===== config.mk =====
export PLATFORM = sky130hd
export DESIGN_NAME = hs32_fetch_flat
export DESIGN_NICKNAME = d
export VERILOG_FILES = /design/src/rtl/hs32_pkg.sv /design/src/rtl/hs32_fetch_if.sv /design/src/rtl/hs32_fetch_fifo.sv /design/src/rtl/hs32_fetch.sv /design/src/flat_wrapper.sv
export SDC_FILE = /design/constraint.sdc
export NUM_CORES = 1
export LEC_CHECK = 0
export CAP_MARGIN = 20
export CORE_AREA = 2 2 155 157
export CTS_CLUSTER_SIZE = 20
export DETAILED_ROUTE_END_ITERATION = 10
export DIE_AREA = 0 0 157 159
export PLACE_DENSITY = 0.87
export SLEW_MARGIN = 20
export SYNTH_ARGS = -nofsm -noshare
export SYNTH_HDL_FRONTEND = slang
export SYNTH_SLANG_ARGS = --single-unit
export TNS_END_PERCENT = 5

===== constraint.sdc =====
create_clock -name clk -period 4.9 [get_ports clk]
set_input_delay 0.98 -clock clk [delete_from_list [all_inputs] [get_ports clk]]
set_output_delay 0.98 -clock clk [all_outputs]
set_load 0.02 [all_outputs]

===== src/rtl/hs32_pkg.sv =====
// Shared types and constants for the hs32 fetch stage.
package hs32_pkg;

  localparam int XLEN = 32;
  localparam logic [XLEN-1:0] HS32_RESET_PC = 32'h0000_0000;

  // One buffered instruction together with the address it was fetched from.
  typedef struct packed {
    logic [XLEN-1:0] pc;
    logic [XLEN-1:0] op;
  } fetch_entry_t;

  // Force an address onto a word boundary.
  function automatic logic [XLEN-1:0] word_align(input logic [XLEN-1:0] addr);
    return {addr[XLEN-1:2], 2'b00};
  endfunction

endpackage


===== src/rtl/hs32_fetch_if.sv =====
// Bundle of the fetch stage's memory-side and pipeline-side signals.
// master = fetch stage, slave = environment (instruction memory + pipeline).
interface hs32_fetch_if;
  import hs32_pkg::*;

  logic            flush_i;
  logic [XLEN-1:0] flush_pc_i;
  logic            mem_req_o;
  logic [XLEN-1:0] mem_addr_o;
  logic            mem_ack_i;
  logic            mem_valid_i;
  logic [XLEN-1:0] mem_data_i;
  logic            valid_o;
  logic            ready_i;
  logic [XLEN-1:0] op_o;
  logic [XLEN-1:0] pc_o;

  modport master (
    input  flush_i, flush_pc_i, mem_ack_i, mem_valid_i, mem_data_i, ready_i,
    output mem_req_o, mem_addr_o, valid_o, op_o, pc_o
  );

  modport slave (
    output flush_i, flush_pc_i, mem_ack_i, mem_valid_i, mem_data_i, ready_i,
    input  mem_req_o, mem_addr_o, valid_o, op_o, pc_o
  );

endinterface


===== src/rtl/hs32_fetch_fifo.sv =====
// Synchronous FIFO of fetched {pc, op} entries. The head is read straight
// from the storage flops, so a word written on one edge is visible at the
// head from the next cycle on. clear empties the FIFO and wins over push/pop.
module hs32_fetch_fifo
  import hs32_pkg::*;
#(
  parameter int DEPTH = 4,
  localparam int AW = $clog2(DEPTH),
  localparam int CW = $clog2(DEPTH) + 1
) (
  input  logic         clk,
  input  logic         clear,
  input  logic         push,
  input  fetch_entry_t push_data,
  input  logic         pop,
  output fetch_entry_t head,
  output logic [CW-1:0] count
);

  fetch_entry_t  mem_reg [DEPTH];
  logic [AW-1:0] wr_ptr_reg;
  logic [AW-1:0] rd_ptr_reg;
  logic [CW-1:0] count_reg;

  // Storage write; contents need no reset because count gates visibility.
  always_ff @(posedge clk) begin
    if (push && !clear) begin
      mem_reg[wr_ptr_reg] <= push_data;
    end
  end

  // Pointer and occupancy bookkeeping; pointers wrap since DEPTH is a power of 2.
  always_ff @(posedge clk) begin
    if (clear) begin
      wr_ptr_reg <= '0;
      rd_ptr_reg <= '0;
      count_reg  <= '0;
    end else begin
      if (push) wr_ptr_reg <= wr_ptr_reg + AW'(1);
      if (pop)  rd_ptr_reg <= rd_ptr_reg + AW'(1);
      count_reg <= count_reg + CW'(push) - CW'(pop);
    end
  end

  assign head  = mem_reg[rd_ptr_reg];
  assign count = count_reg;

endmodule


===== src/rtl/hs32_fetch.sv =====
// hs32 instruction fetch stage: issues sequential word fetches while credits
// allow, tags returning words with their PC, buffers them and hands them to
// the pipeline. A flush redirects fetch and discards everything older.
module hs32_fetch
  import hs32_pkg::*;
#(
  parameter logic [XLEN-1:0] RESET_PC = HS32_RESET_PC,
  parameter int              DEPTH    = 4
) (
  input logic         clk,
  input logic         reset,
  hs32_fetch_if.master bus
);

  localparam int CW = $clog2(DEPTH) + 1;
  localparam int SW = CW + 1;

  logic [XLEN-1:0] fetch_pc_reg, fetch_pc_next;
  logic [XLEN-1:0] resp_pc_reg, resp_pc_next;
  logic [CW-1:0]   inflight_reg, inflight_next;
  logic [CW-1:0]   drop_reg, drop_next;

  logic [CW-1:0]   fifo_count;
  fetch_entry_t    fifo_head;
  fetch_entry_t    push_entry;
  logic [SW-1:0]   credit_sum;
  logic            fifo_valid;
  logic            mem_req;
  logic            fire;
  logic            resp;
  logic            resp_drop;
  logic            resp_keep;
  logic            pop;

  // Credits: every buffered word, outstanding request and pending discard
  // holds one FIFO slot, so the FIFO can never overflow.
  always_comb begin
    credit_sum = SW'(fifo_count) + SW'(inflight_reg) + SW'(drop_reg);
    mem_req    = !reset && !bus.flush_i && (credit_sum < SW'(DEPTH));
    fire       = mem_req && bus.mem_ack_i;
    resp       = bus.mem_valid_i && !reset;
    resp_drop  = resp && (drop_reg != '0);
    resp_keep  = resp && !resp_drop;
    fifo_valid = (fifo_count != '0);
    pop        = fifo_valid && bus.ready_i && !bus.flush_i;
    push_entry = '{pc: resp_pc_reg, op: bus.mem_data_i};
  end

  // Next-state for PCs and counters; a flush turns all in-flight requests
  // into pending discards and restarts both PCs at the aligned target.
  always_comb begin
    fetch_pc_next = fetch_pc_reg;
    resp_pc_next  = resp_pc_reg;
    inflight_next = inflight_reg;
    drop_next     = drop_reg;
    if (bus.flush_i) begin
      fetch_pc_next = word_align(bus.flush_pc_i);
      resp_pc_next  = word_align(bus.flush_pc_i);
      inflight_next = '0;
      drop_next     = drop_reg + inflight_reg - CW'(resp);
    end else begin
      if (fire)      fetch_pc_next = fetch_pc_reg + 32'd4;
      if (resp_keep) resp_pc_next  = resp_pc_reg + 32'd4;
      inflight_next = inflight_reg + CW'(fire) - CW'(resp_keep);
      drop_next     = drop_reg - CW'(resp_drop);
    end
  end

  // State registers.
  always_ff @(posedge clk) begin
    if (reset) begin
      fetch_pc_reg <= RESET_PC;
      resp_pc_reg  <= RESET_PC;
      inflight_reg <= '0;
      drop_reg     <= '0;
    end else begin
      fetch_pc_reg <= fetch_pc_next;
      resp_pc_reg  <= resp_pc_next;
      inflight_reg <= inflight_next;
      drop_reg     <= drop_next;
    end
  end

  // A response with nothing outstanding means the memory broke the protocol.
  always_ff @(posedge clk) begin
    if (!reset) begin
      assert (!(bus.mem_valid_i && inflight_reg == '0 && drop_reg == '0));
    end
  end

  hs32_fetch_fifo #(.DEPTH(DEPTH)) u_fifo (
    .clk       (clk),
    .clear     (reset || bus.flush_i),
    .push      (resp_keep),
    .push_data (push_entry),
    .pop       (pop),
    .head      (fifo_head),
    .count     (fifo_count)
  );

  assign bus.mem_req_o  = mem_req;
  assign bus.mem_addr_o = fetch_pc_reg;
  assign bus.valid_o    = fifo_valid;
  assign bus.op_o       = fifo_valid ? fifo_head.op : '0;
  assign bus.pc_o       = fifo_valid ? fifo_head.pc : '0;

endmodule

===== src/flat_wrapper.sv =====
// flat-port wrapper written by rule: the top's interface ports become plain ports
module hs32_fetch_flat import hs32_pkg::*;
#(
  parameter logic [XLEN-1:0] RESET_PC = HS32_RESET_PC,
  parameter int              DEPTH    = 4
)
  (clk, reset, bus_flush_i, bus_flush_pc_i, bus_mem_ack_i, bus_mem_valid_i, bus_mem_data_i, bus_ready_i, bus_mem_req_o, bus_mem_addr_o, bus_valid_o, bus_op_o, bus_pc_o);
  hs32_fetch_if bus_i ();
  input logic clk;
  input logic reset;
  input wire logic [$bits(bus_i.flush_i)-1:0] bus_flush_i;
  input wire logic [$bits(bus_i.flush_pc_i)-1:0] bus_flush_pc_i;
  input wire logic [$bits(bus_i.mem_ack_i)-1:0] bus_mem_ack_i;
  input wire logic [$bits(bus_i.mem_valid_i)-1:0] bus_mem_valid_i;
  input wire logic [$bits(bus_i.mem_data_i)-1:0] bus_mem_data_i;
  input wire logic [$bits(bus_i.ready_i)-1:0] bus_ready_i;
  output wire logic [$bits(bus_i.mem_req_o)-1:0] bus_mem_req_o;
  output wire logic [$bits(bus_i.mem_addr_o)-1:0] bus_mem_addr_o;
  output wire logic [$bits(bus_i.valid_o)-1:0] bus_valid_o;
  output wire logic [$bits(bus_i.op_o)-1:0] bus_op_o;
  output wire logic [$bits(bus_i.pc_o)-1:0] bus_pc_o;
  assign bus_i.flush_i = bus_flush_i;
  assign bus_i.flush_pc_i = bus_flush_pc_i;
  assign bus_i.mem_ack_i = bus_mem_ack_i;
  assign bus_i.mem_valid_i = bus_mem_valid_i;
  assign bus_i.mem_data_i = bus_mem_data_i;
  assign bus_i.ready_i = bus_ready_i;
  assign bus_mem_req_o = bus_i.mem_req_o;
  assign bus_mem_addr_o = bus_i.mem_addr_o;
  assign bus_valid_o = bus_i.valid_o;
  assign bus_op_o = bus_i.op_o;
  assign bus_pc_o = bus_i.pc_o;
  hs32_fetch #(.RESET_PC(RESET_PC), .DEPTH(DEPTH)) u_core (.clk(clk), .reset(reset), .bus(bus_i));
endmodule

==> flow_summary.json, run 1 <==
{
  "whs_ns": 0.543,
  "finClkSkew_ns": 0.0226,
  "ys_async_sr_fraction_pct": 0,
  "layout-drive-gt1-share_pct": 12.8,
  "route.final.wire_length_um": 30100,
  "worst_path_largest_cell_delay_ns": 0.62,
  "startpoint_class_of_the_critical_path": "register",
  "yosysSeqAreaShare_pct": 65.4,
  "setup-violations-final": 0,
  "cts_tree": "done",
  "post_synth_inst_count": 926,
  "route.detailed.drc": 0,
  "fp.dieW_um": 157,
  "worstSetupEndpointType": "output port",
  "final_design_area_no_fill_mm2": 0.0168,
  "critical-path-slowest-cell": "clkdlybuf4s50_1",
  "largest_register_ff_count": 248,
  "critical-path-top-cell-by-count": "fa_1",
  "worst_ep_arrival_time_ns": 3.42,
  "rr_worst_depth": 10,
  "place.detailed.hpwl_um": 18800,
  "core.rowCount": 56,
  "die_y_um": 159,
  "fin_crit_ns": 4.40,
  "combPwrFrac_pct": 8.3,
  "clockPowerShare_pct": 42.2,
  "reg2reg_slack_ns": 1.25,
  "avgSynthCellArea_um2": 14.8,
  "area_growth_syn_to_layout_pct": 22.6,
  "insertedDiodeCount": 0,
  "r2r-start": "u_core.u_fifo.count[1]$_SDFF_PP0_",
  "hold_viol": 0,
  "power.net_switching_uw": 1380,
  "postCtsSetupRepairBufs": 0,
  "clock_tree.htree_level_count": 2,
  "postCtsResizedCells": 0,
  "drv_slew": 0,
  "worstPathMaxFanout": 5,
  "finish.net_count": 1181,
  "timing.critical_path.required_ns": 3.92,
  "cts-buffers-inserted": 34,
  "grt_max_degree": 66,
  "cts_buffer_depth": 3,
  "cellPowerDensity_mw_per_mm2": 374,
  "status": "completed",
  "yosysUniqueCellTypes": 54,
  "grt_util_all_layers_pct": 24.4,
  "hold_path_end": "u_core.bus.mem_addr_o[8]$_SDFFE_PP0P_",
  "worst-path-buf-inv": 2,
  "cap_viol_max_count": 0,
  "drt.antenna.violating_nets": 0,
  "min_period_over_period_pct": 89.8,
  "vdd_ir_drop_max_mv": 0.228,
  "power.switching_fraction_pct": 22.1,
  "dr.first_iter.drc_count": 714,
  "worstSetupPathType": "register to output port",
  "total_global_routing_overflow": 0,
  "dpl-instance-area_mm2": 0.0156,
  "maxClockFrequency_ghz": 0.227,
  "grt_pass1_wl_um": 47300,
  "synth.yosys.warnings": 0,
  "holdBufCountCts": 0,
  "setup_total_negative_slack_ns": 0,
  "grt_pass1_vias": 8553,
  "synthesis.area_mm2": 0.0137,
  "synth-edff-count": 248,
  "critical_path.top_delay_family": "adder cells",
  "floorplan.initialDensity_pct": 59.0,
  "worst_r2r_endpoint": "u_core.bus.mem_addr_o[15]$_SDFFE_PP0P_",
  "utilization_pct": 72.4,
  "via_count_of_the_routed_design": 8467,
  "boundaryPins": 168,
  "min_from": "u_core.bus.mem_addr_o[8]$_SDFFE_PP0P_",
  "clock-sinks": 323,
  "detail_route.vias_per_cell": 5.91,
  "die_area_mm2": 0.0250,
  "crit_chain": "inv_1 > fa_1 > or2_2 > fa_1 > xor2_1 > and3_1 > clkdlybuf4s50_1",
  "firstDrtPassIters": 5,
  "power_frac_seq_pct": 49.4,
  "root_buffer": "clkbuf_16",
  "buffers_on_ports": 161,
  "synth.ff_latch_count": 323,
  "antenna_found_initial": 0,
  "slew-limit-headroom_pct": 32.4,
  "intPower_uw": 4890,
  "total_leakage_power_uw": 0.00552,
  "synthFlopType": "edfxtp_1",
  "finalWeightedCongestion": 0.916,
  "route.detailed.wl_per_inst_um": 21.0,
  "clock_latency_ns": 0.52,
  "tightestPinTransition_ns": 1.01,
  "rsz0062_at_grt": "no",
  "hold_path_class": "register to register",
  "core_mm2": 0.0232,
  "cts.clk_slew.worst_paths_ns": 0.06,
  "holdPathStages": 2
}
-- final cells by class --
cell class / count / area [um^2]
clock buffers: 40 / 893
clock inverters: 20 / 263
fillers: 1481 / 6400
inverters: 33 / 124
multi-input cells: 521 / 4410
flip-flops and latches: 323 / 8950
well taps: 319 / 399
repair buffers: 176 / 1740
-- cells in the mapped netlist, types with 5 or more instances --
cell type	instances	area share, %
clkbuf_1	33	0.90
a21oi_1	32	1.2
and2_1	71	3.2
edfxtp_1	248	54
nor4_1	13	0.59
nor3_1	10	0.37
ha_1	16	1.5
fa_1	6	0.88
buf_2	9	0.33
and3_1	16	0.73
a22oi_1	8	0.44
buf_1	5	0.14
o21ai_0	7	0.26
dfxtp_1	75	11
nand4_1	21	0.96
nand3_1	24	0.88
a211oi_1	11	0.60
nor2_1	42	1.2
a21boi_0	11	0.60
nand2_1	42	1.2
mux4_2	62	10
inv_1	31	0.85
o22ai_1	12	0.55
xor2_1	26	1.7
xnor2_1	29	1.9
a31oi_1	9	0.41
-- how the worst max path moves through the flow --
stage	startpoint	to	slack, ns	depth (start not counted)
6_report	u_core.u_fifo.count[1]$_SDFF_PP0_	bus_mem_req_o	0.50	7
5_1_grt	u_core.u_fifo.count[1]$_SDFF_PP0_	bus_mem_req_o	0.32	7
4_1_cts	u_core.u_fifo.count[1]$_SDFF_PP0_	bus_mem_req_o	0.49	7
3_5_place_dp	u_core.u_fifo.count[1]$_SDFF_PP0_	bus_mem_req_o	1.07	7
3_3_place_gp	u_core.u_fifo.count[1]$_SDFF_PP0_	bus_mem_req_o	1.07	7
2_1_floorplan	bus_flush_i	u_core.u_fifo.mem_reg[0][0]$_DFFE_PP_	1.57	3
-- cell usage in the layout, fill, tap and decap left out, types with 16 or more instances in the layout --
master	synthesis	layout
nand2_1	42	42
nand3_1	24	24
a21oi_1	32	32
and3_1	16	16
ha_1	16	16
inv_1	31	31
dfxtp_1	75	73
xnor2_1	29	29
nand4_1	21	21
mux4_2	62	62
edfxtp_1	248	248
xor2_1	26	26
clkbuf_16	0	34
clkdlybuf4s50_1	0	160
and2_1	71	67
nor2_1	42	42
-- through the flow --
step | setup WS, ns | total power [uW] | instances
finish | 0.500 | 6280 | 1432
global route | 0.317 | 6460 | 1432
CTS | 0.493 | 6310 | 1432
detailed placement | 1.07 | 3680 | 1372
global placement | 1.07 | 3660 | 1372
floorplan | 1.57 | 3430 | 929
-- worst reg2reg max path: stages, from the launching register on --
cell and delay (ns):
dfxtp_1 0.39, inv_1 0.11, fa_1 0.46, or2_2 0.32, fa_1 0.50, and4bb_2 0.27, nand2_1 0.09, clkinv_1 0.29
nor2_1 0.75, o21ai_0 0.22, a21oi_1 0.17
-- power groups by stage --
stage	logic, uW	clock network [uW]	registers, uW
after CTS	525	2680	3100
after floorplan	278	0	3150
after global routing	569	2770	3110
after global placement	507	0	3150
final	524	2650	3100
after detailed placement	517	0	3160
-- cells by family (layout without fill, tap and decap cells) --
logic type | after synthesis | after routing | synth area share, %
mux | 67 | 67 | 10.6
xor+xnor | 55 | 55 | 3.52
fa+ha+maj | 22 | 22 | 2.34
simple gates | 262 | 262 | 10.4
compound gates | 111 | 111 | 5.26
other cells | 1 | 4 | 0.0274
buf+inv | 85 | 269 | 2.53
flops | 323 | 323 | 65.4
-- layer usage --
metal  GRT usage, %  vias up  wire (um)
li1               -     3836          -
met1           33.7     4169      12300
met3           5.25       46       2530
met2           40.0      416      14700
met4           5.96        0        578
met5              0        -          0
Note: power is estimated with default switching activity, not from simulation.
==> run 2: changes to the inputs <==
- CELL_PAD_IN_SITES_DETAIL_PLACEMENT: default -> 0
- CELL_PAD_IN_SITES_GLOBAL_PLACEMENT: default -> 1
- CORE_AREA: 2 2 155 157 -> 2 2 169 171
- DIE_AREA: 0 0 157 159 -> 0 0 171 173
==> flow_summary.json, run 2 (same netlist as run 1, synthesis figures left out) <==
{
  "power_frac_seq_pct": 51.1,
  "clock-sinks": 323,
  "startpoint_class_of_the_critical_path": "register",
  "root_buffer": "clkbuf_16",
  "boundaryPins": 168,
  "route.final.wire_length_um": 29400,
  "postCtsSetupRepairBufs": 0,
  "firstDrtPassIters": 5,
  "grt_pass1_vias": 8284,
  "cap_viol_max_count": 0,
  "min_period_over_period_pct": 90.1,
  "holdBufCountCts": 0,
  "crit_chain": "inv_1 > fa_1 > or2_2 > fa_1 > xor2_1 > and3_1 > clkdlybuf4s50_1",
  "cts-buffers-inserted": 31,
  "cellPowerDensity_mw_per_mm2": 361,
  "core_mm2": 0.0276,
  "final_common_cell": "edfxtp_1",
  "die_y_um": 173,
  "cts.clk_slew.worst_paths_ns": 0.06,
  "clock_tree.htree_level_count": 1,
  "die_area_mm2": 0.0296,
  "power.net_switching_uw": 1320,
  "route.detailed.drc": 0,
  "fp.dieW_um": 171,
  "setup_total_negative_slack_ns": 0,
  "hold_viol": 0,
  "core.rowCount": 61,
  "detail_route.vias_per_cell": 5.52,
  "worstPathMaxFanout": 5,
  "finalWeightedCongestion": 0.889,
  "antenna_found_initial": 0,
  "total_power_consumption_uw": 6070,
  "route.detailed.wl_per_inst_um": 19.8,
  "postCtsResizedCells": 0,
  "layout-drive-gt1-share_pct": 12.6,
  "cts_buffer_depth": 3,
  "worst_ep_arrival_time_ns": 3.43,
  "cts_tree": "done",
  "drv_slew": 0,
  "dr.first_iter.drc_count": 676,
  "finClkSkew_ns": 0.0141,
  "critical-path-slowest-cell": "clkdlybuf4s50_1",
  "slew-limit-headroom_pct": 38.4,
  "critical-path-top-cell-by-count": "fa_1",
  "total_global_routing_overflow": 0,
  "buffers_on_ports": 161,
  "fin_crit_ns": 4.41,
  "combPwrFrac_pct": 8.6,
  "largest_register_ff_count": 248,
  "insertedDiodeCount": 0,
  "floorplan.initialDensity_pct": 49.6,
  "worst-path-buf-inv": 2,
  "intPower_uw": 4750,
  "worstSetupPathType": "register to output port",
  "place.detailed.hpwl_um": 18900,
  "worstSetupEndpointType": "output port",
  "power.switching_fraction_pct": 21.8,
  "worst_path_largest_cell_delay_ns": 0.61,
  "tightestPinTransition_ns": 0.916,
  "total_leakage_power_uw": 0.00548,
  "timing.critical_path.required_ns": 3.92,
  "vdd_ir_drop_max_mv": 0.259,
  "hold_path_class": "register to register",
  "setup-violations-final": 0,
  "clockPowerShare_pct": 40.3,
  "via_count_of_the_routed_design": 8221,
  "critical_path.top_delay_family": "adder cells",
  "grt_max_degree": 63,
  "clock_latency_ns": 0.55,
  "dpl-instance-area_mm2": 0.0157,
  "finish.net_count": 1179,
  "final_design_area_no_fill_mm2": 0.0168,
  "status": "completed",
  "grt_pass1_wl_um": 46000,
  "layout.cells.most_common_list": "edfxtp_1 (248), clkdlybuf4s50_1 (160), dfxtp_1 (73), and2_1 (67), mux4_2 (62)",
  "rsz0062_at_grt": "no",
  "grt_util_all_layers_pct": 19.9,
  "maxClockFrequency_ghz": 0.227,
  "drt.antenna.violating_nets": 0,
  "area_growth_syn_to_layout_pct": 22.7
}
run 2: worst paths after layout:
path | end | startpoint | cells after the start | slack, ns
setup / recovery | bus_mem_req_o | u_core.u_fifo.count[1]$_SDFF_PP0_ | 7 | 0.49
hold / removal | register | u_core.u_fifo.rd_ptr_reg[1]$_SDFFE_PP0P_ | 2 | 0.53
setup reg to reg | u_core.bus.mem_addr_o[12]$_SDFFE_PP0P_ | u_core.u_fifo.count[1]$_SDFF_PP0_ | 10 | 1.26
hold reg to reg | register | u_core.u_fifo.rd_ptr_reg[1]$_SDFFE_PP0P_ | 2 | 0.53
run 2: metrics by stage:
| step | hold slack, ns | util [%] | std cells | setup slack, ns |
|---|---|---|---|---|
| floorplan | 0.485 | - | 929 | 1.57 |
| global placement | 0.508 | 56.9 | 1432 | 1.05 |
| detailed placement | 0.506 | 56.9 | 1432 | 1.03 |
| CTS | 0.534 | 60.8 | 1489 | 0.438 |
| global route | 0.565 | 60.8 | 1489 | 0.325 |
| finish | 0.528 | 60.8 | 1489 | 0.486 |
run 2: cell type report:
type,instances,area [um^2]
Clock inverter,8,118
Sequential cell,323,8950
Inverter,33,124
Fill cell,2068,10800
Clock buffer,49,947
Timing Repair Buffer,177,1760
Tap cell,378,473
Multi-Input combinational cell,521,4410
run 2: worst register-to-register path, stage by stage (launching register included):
cell and delay (ns):
dfxtp_1 0.38, inv_1 0.10, fa_1 0.46, or2_2 0.31, fa_1 0.51, and4bb_2 0.28, nand2_1 0.09, clkinv_1 0.31
nor2_1 0.73, o21ai_0 0.23, a21oi_1 0.17
run 2: power groups by stage:
stage          logic (uW)  clock network, uW  registers, uW
2_1_floorplan         278                  0           3150
3_3_place_gp          516                  0           3150
3_5_place_dp          522                  0           3160
4_1_cts               526               2490           3100
5_1_grt               567               2600           3110
6_report              519               2450           3100
run 2: layer usage:
layer	global-route usage [%]	vias up	wire, um
met2	32.0	340	13700
met3	3.02	41	2180
li1	-	3825	-
met5	0	-	0
met4	4.34	0	474
met1	29.0	4015	13100
